### src/rtl/sum_scaler.sv
// Two-stage post-adder scaler for the FFT butterfly: saturates or halves an (inst_width+1)-bit sum.
// Optional build macro SUM_SCALER_ROUND_EN selects round-half-up instead of truncation in shift mode.
module sum_scaler #(
    parameter int inst_width = 32
) (
    input  logic                  clk,
    input  logic                  rst_n,
    input  logic                  in_valid,
    output logic                  in_ready,
    input  logic [inst_width:0]   in_sum,
    input  logic                  in_shift,
    output logic                  out_valid,
    input  logic                  out_ready,
    output logic [inst_width-1:0] out_data,
    output logic                  out_ovf,
    output logic                  ovf_flag,
    output logic [15:0]           ovf_count,
    input  logic                  clr_ovf
);

`ifdef SUM_SCALER_ROUND_EN
    localparam logic round_bit = 1'b1;
`else
    localparam logic round_bit = 1'b0;
`endif

    localparam int tw = inst_width + 2;
    localparam logic [inst_width-1:0] sat_max = {1'b0, {(inst_width-1){1'b1}}};
    localparam logic [inst_width-1:0] sat_min = {1'b1, {(inst_width-1){1'b0}}};

    logic                s1_valid;
    logic [inst_width:0] s1_sum;
    logic                s1_shift;
    logic                s2_valid;

    logic                  s1_adv;
    logic                  s2_adv;
    logic [tw-1:0]         sum_ext;
    logic [tw-1:0]         sum_rnd;
    logic [tw-1:0]         t_val;
    logic                  t_fits;
    logic [inst_width-1:0] sat_data;
    logic                  sat_ovf;
    logic                  ovf_event;

    // Ready depends only on stage occupancy and out_ready, never on in_valid.
    assign s2_adv   = !s2_valid || out_ready;
    assign s1_adv   = !s1_valid || s2_adv;
    assign in_ready = s1_adv;

    assign out_valid = s2_valid;
    assign ovf_event = s2_adv && s1_valid && sat_ovf;

    always_comb begin
        // NOTE: every always_comb output gets a default first so no path can infer a latch.
        sum_ext  = {s1_sum[inst_width], s1_sum};
        sum_rnd  = sum_ext + {{(tw-1){1'b0}}, round_bit};
        t_val    = sum_ext;
        sat_data = '0;
        sat_ovf  = 1'b0;

        if (s1_shift) begin
            t_val = {sum_rnd[tw-1], sum_rnd[tw-1:1]};
        end

        // t fits in inst_width bits only when its top three bits are identical.
        t_fits = (t_val[tw-1:inst_width-1] == 3'b000) ||
                 (t_val[tw-1:inst_width-1] == 3'b111);

        if (t_fits) begin
            sat_data = t_val[inst_width-1:0];
        end else if (!t_val[tw-1]) begin
            sat_data = sat_max;
            sat_ovf  = 1'b1;
        end else begin
            sat_data = sat_min;
            sat_ovf  = 1'b1;
        end
    end

    // NOTE: sequential state is written with non-blocking assignments so every
    // register samples pre-edge values regardless of statement order.
    always_ff @(posedge clk or negedge rst_n) begin
        if (!rst_n) begin
            // NOTE: the S1 payload is reset too; it is only a few flops and keeps
            // X out of the saturation logic when S1 is empty.
            s1_valid <= 1'b0;
            s1_sum   <= '0;
            s1_shift <= 1'b0;
        end else if (s1_adv) begin
            s1_valid <= in_valid;
            if (in_valid) begin
                s1_sum   <= in_sum;
                s1_shift <= in_shift;
            end
        end
    end

    always_ff @(posedge clk or negedge rst_n) begin
        if (!rst_n) begin
            s2_valid <= 1'b0;
            out_data <= '0;
            out_ovf  <= 1'b0;
        end else if (s2_adv) begin
            s2_valid <= s1_valid;
            if (s1_valid) begin
                out_data <= sat_data;
                out_ovf  <= sat_ovf;
            end
        end
    end

    // A clear coinciding with an event leaves the flag set and the count at one.
    always_ff @(posedge clk or negedge rst_n) begin
        if (!rst_n) begin
            ovf_flag  <= 1'b0;
            ovf_count <= '0;
        end else begin
            if (clr_ovf) begin
                ovf_flag  <= 1'b0;
                ovf_count <= '0;
            end
            if (ovf_event) begin
                ovf_flag <= 1'b1;
                if (clr_ovf) begin
                    ovf_count <= 16'd1;
                end else if (ovf_count != 16'hFFFF) begin
                    ovf_count <= ovf_count + 16'd1;
                end
            end
        end
    end

endmodule

### config.mk
export PLATFORM = sky130hd
export DESIGN_NAME = sum_scaler
export DESIGN_NICKNAME = d
export VERILOG_FILES = /design/src/rtl/sum_scaler.sv
export SDC_FILE = /design/constraint.sdc
export NUM_CORES = 1
export LEC_CHECK = 0
export ABC_AREA = 1
export BUFFER_PORTS_ARGS = -buffer_cell sky130_fd_sc_hd__buf_4
export CAP_MARGIN = 25
export CORE_MARGIN = 2
export CORE_UTILIZATION = 50
export CTS_CLUSTER_SIZE = 16
export DETAILED_ROUTE_END_ITERATION = 12
export PLACE_DENSITY = 0.8
export SKIP_CTS_REPAIR_TIMING = 1
export SLEW_MARGIN = 40
export SYNTH_ARGS = -nofsm -noshare
export SYNTH_HDL_FRONTEND = slang
export SYNTH_SLANG_ARGS = --single-unit
### constraint.sdc
create_clock -name clk -period 2.85 [get_ports clk]
set_clock_uncertainty 0.15 [all_clocks]
set_input_delay 0.285 -clock clk [delete_from_list [all_inputs] [get_ports clk]]
set_output_delay 0.285 -clock clk [all_outputs]
set_load 0.05 [all_outputs]
# Yosys cells after proc, flatten, opt, wreduce, memory -nomap -nowiden
# Cells that the tools add are included.
dict set report totals {
  register_bits 86
  input_bits 39
  out_inout_bits 52
  wordCells 32
}
dict set report classes {
  n_addsub 1
  eq_ne 2
  n_mux 10
  reduce_logical 11
}
# operator n
set op_table {}
lappend op_table {{$mux W32} 3}
lappend op_table {{$mux W16} 4}
lappend op_table {{$add A16 B1 Y16 const B} 1}
lappend op_table {{$ne A16 B16 Y1 const B} 1}
lappend op_table {{$reduce_and A2 Y1} 2}
lappend op_table {{$eq A3 B3 Y1 const B} 1}
lappend op_table {{$logic_not A3 Y1} 1}
lappend op_table {{$logic_or A1 B1 Y1} 3}
lappend op_table {{$mux W1} 3}
lappend op_table {{$logic_and A1 B1 Y1} 2}
lappend op_table {{$logic_not A1 Y1} 2}
lappend op_table {{$reduce_bool A2 Y1} 1}

# Depth between registers and ports, before layout
dict set report logic_depth {
  ltp_word 6
  mapped_depth 11
  depth_no_buf 10
}

# Least setup slack after synthesis
# No wires, ideal clock.
dict set report synth_path {
  path_kind {flip-flop to flip-flop}
  from {register s2_valid (netlist: out_valid)}
  to {register s1_sum[0]}
  setup_time_ns 0.125
  t_arrival_ns 2.118
  required_ns 2.575
  setup_slack_ns 0.457
  stages_incl_launch_ff 5
  path_buffers 1
  period_less_slack_ns 2.393
  path_cell_list {dfrtp_1 > nand3_1 > nand2_1 > buf_2 > mux2_2}
}
dict set report synth_between {
  elab_chain_cells 4
}
# element line
set synth_rtl {}
lappend synth_rtl {{from (decl)} 34} ;# logic s2_valid;
lappend synth_rtl {{from (signal assigned)} 105} ;# s2_valid <= s1_valid;
lappend synth_rtl {{$logic_not A1 Y1} 47} ;# assign s2_adv = !s2_valid || out_ready;
lappend synth_rtl {{$logic_or A1 B1 Y1} 47}
lappend synth_rtl {{$logic_or A1 B1 Y1} 48} ;# assign s1_adv = !s1_valid || s2_adv;
lappend synth_rtl {{via in_ready} 9} ;# output logic in_ready,
lappend synth_rtl {{$reduce_and A2 Y1 (no source line)} -}
lappend synth_rtl {{to (signal assigned)} 93} ;# s1_sum <= in_sum;
lappend synth_rtl {{to (decl)} 32} ;# logic [inst_width:0] s1_sum;
# The timed path passes the listed nets, and every way through them passes these cells.
# A chain may end at the register's enable or synchronous reset.

# Worst setup path after layout
dict set report layout_path {
  from {register s1_sum[32]}
  to {register ovf_count[10]}
}
dict set report layout_between {
  elab_chain_cells 6
  word_cells_on_any_way 7
  cone_classes {eq/ne (1); mux (3); reduce/logical (3)}
}
# element line
set layout_rtl {}
lappend layout_rtl {{$mux W32} 62} ;# if (s1_shift) begin
lappend layout_rtl {{$eq A3 B3 Y1 / $logic_not A3 Y1 (equally long branches)} {68, 67}}
lappend layout_rtl {{$logic_or A1 B1 Y1 *} 67} ;# t_fits = (t_val[tw-1:inst_width-1] == 3'b000) ||
lappend layout_rtl {{$mux W1 *} 70} ;# if (t_fits) begin
lappend layout_rtl {{$logic_and A1 B1 Y1 *} 52} ;# assign ovf_event = s2_adv && s1_valid && sat_ovf;
lappend layout_rtl {{$mux W16 *} 123} ;# if (ovf_event) begin
lappend layout_rtl {{to (signal assigned)} 128} ;# ovf_count <= ovf_count + 16'd1;
lappend layout_rtl {{to (decl)} 17} ;# output logic [15:0] ovf_count,
# Every way passes the cells marked *; elsewhere a longest branch is shown, timed or not.

==> metrics <==
status finished, final reports clean; post-synthesis sequential area ratio between 50% and 60%; # nets final 594; via count between 3000 and 4000; Area Overhead vs Synth 25.1%; Crit path max-delay family simple AND/OR/NAND/NOR gates; Reg area 0.00215 sq mm; Netlist cell types 26; die area between 0.008 and 0.009 sq mm; largest net degree at the start of global routing 47; power density cells 907 mW/mm^2; GRT Resource Usage Total 22.6%; syn nets between 500 and 600; fin. max-slew vios 0; number of routed nets with antenna violations 0; setup TNS 0 ps; vias per std cell ~5.2; CTS H-tree lvls 3; Period minus WS final 2530 ps; final hold vios 0; most used cell, CP nor2_1; starting density of the core approximately 51%; DRT iter0 DRCs about 120; Clk pin slew, worst setup/hold paths roughly 90 ps; Max VDD drop around 0.00066 V; row cnt 32; sw frac 44.9%; WP data arrival ~2600 ps; Syn Std Cell Area ~0.0039 sq mm; GR Overflow Total 0; CTS tree done; crit end category flip-flop; drt first pass iters 6; Die W 92.7 um; CTS max path bufs 2; P_int about 0.0025 W; Tcrit/Tclk final about nine tenths; Setup-failing EPs final 0; synth top area cells dfrtp_1, a21oi_1, nor2_1; area of the multi-input gates about 0.0015 sq mm; routability cong. approximately 0.8; CP Max Fanout 18; critical path, cell by cell or2_2, o21ai_0, ha_1, inv_1, buf_4, nand3_1, nor2_1, nand4_1, nand2_1, nor2_1; Max-cap violations 0; largest area contributor in the netlist dfrtp_1; Crit-path slowest cell dfrtp_1; Ys Warns 0; PortBufs 90; most frequent cells in the layout buf_4, a21oi_1, nor2_1; CP max stage delay around 430 ps; layout cells sized above 1 approximately 25%; n_diodes 0; RSZ-0062 raised after global routing yes; Root Buffer Master clkbuf_8; relative slew slack between 50% and 60%; sw power 0.00200 W; DRC viols 0; hpwl dp approximately 6600 um; CTS buffer count 9; part of the power in combinational logic about 44%; DRT Wirelength ~9300 um; Worst Hold Class input port to flip-flop; Worst EP required between 2000 and 3000 ps; chip height just over 90 um; CP Buf/Inv Count 2; post-layout util between 60% and 70%; Setup crit start kind flip-flop; boundary pin count 91; commonest non-fill, non-tap cell in the layout buf_4; first-pass GRT wire length ~15000 um; vias in the first global route between 3000 and 4000; Syn Area/Cell ~8.5 sq um; WS Path Type flip-flop to flip-flop; #FFs+latches synth 86; Pleak 2.33 nW; Yosys top cell area share a little over half; initial antenna violation count 0; clock network fraction of design power roughly 18%; maximum clock rate between 300 and 400 MHz; Synth Instances between 400 and 500; wire per inst 14.1 um; Fill cells roughly 670; worst-skew pair later-pin latency between 300 and 400 ps; Seq pwr share a little under two fifths; clock sinks between 80 and 90; Worst Tran Pin Value around 630 ps; core area ~0.0077 sq mm
[flip-flops by register name, summed over array words and instances (netlist names)]
name and cells:
ovf_count 16, ovf_flag 1, out_ovf 1, out_data 32, s1_shift 1, s1_valid 1
out_valid 1, s1_sum 33
[cell type report]
cell class / instances / share of cell area, %
timing repair buffer: 102 / 15.9
clock inverter: 6 / 0.915
multi-input combinational: 314 / 31.1
sequential: 86 / 43.7
inverter: 39 / 2.97
clock buffer: 10 / 2.80
tap: 102 / 2.59
[synth_stat cells, drive strengths merged]
cell type,n
nand4,5
nand2,47
xnor2,1
clkbuf,10
inv,39
nor2,95
o21ai,35
or2,1
a31oi,1
dfrtp,86
nor3,4
ha,3
mux2,9
and3,1
nand3,13
buf,13
a21oi,99
[worst register-to-register path: cells and delay by family (launching register included)]
family | cells | cell delay (ps)
AO/OA/AOI/OAI | 1 | 100
adder cells (fa/ha/maj) | 1 | 300
buffers and inverters | 2 | 350
flip-flops | 1 | 430
AND/OR/NAND/NOR | 6 | 1090
[power by group through the flow]
stage | clock network (W) | registers [W] | logic [W]
finish | 0.000794 | 0.00169 | 0.00197
floorplan | 0 | 0.00249 | 0.000566
detailed placement | 0 | 0.00172 | 0.00198
global route | 0.000858 | 0.00173 | 0.00211
global placement | 0 | 0.00171 | 0.00194
CTS | 0.000814 | 0.00169 | 0.00198
[layer usage]
layer | vias to the layer above | wire length [um] | GRT usage (%)
li1 | 1695 | - | -
met1 | 1627 | 4220 | 29.9
met2 | 113 | 4350 | 36.7
met3 | 16 | 578 | 4.48
met4 | 0 | 139 | 9.31
met5 | - | 0 | 0
[worst paths after layout]
check                           depth (start not counted)  slack (ps)             to  startpoint
worst max register to register                         10         320  ovf_count[10]  s1_sum[32]
worst max-delay path                                   10         320  ovf_count[10]  s1_sum[32]
max in group asynchronous                               3        1610   ovf_count[4]       rst_n
worst min-delay path                                    2           9     s1_sum[19]  in_sum[19]
worst min register to register                          2         350       ovf_flag    ovf_flag
min in group asynchronous                               2         300   ovf_count[9]       rst_n
[through the flow]
| stage | power (W) | setup slack, ps | area, sq um | std cells | hold WS, ps |
|---|---|---|---|---|---|
| after floorplan | 0.00305 | 457 | 3940 | 462 | -161 |
| after global placement | 0.00365 | 445 | 4720 | 641 | 149 |
| after detailed placement | 0.00369 | 327 | 4720 | 641 | 154 |
| after CTS | 0.00449 | 314 | 4900 | 657 | -237 |
| after global routing | 0.00470 | -18.2 | 4920 | 659 | 2.94 |
| final | 0.00446 | 316 | 4920 | 659 | 9.47 |
[cell families (layout without fill, tap and decap cells)]
kind of cell             Yosys count  in the layout  share of synthesized area (%)
AND/OR/NAND/NOR                  166            166                           17.7
AO/OA/AOI/OAI                    135            135                           17.3
flip-flops                        86             86                           54.7
buffers and inverters             62            157                           6.55
multiplexers                       9              9                           2.58
adder cells (fa/ha/maj)            3              3                          0.954
XOR/XNOR                           1              1                          0.223
Note: power is estimated with default switching activity, not from simulation.
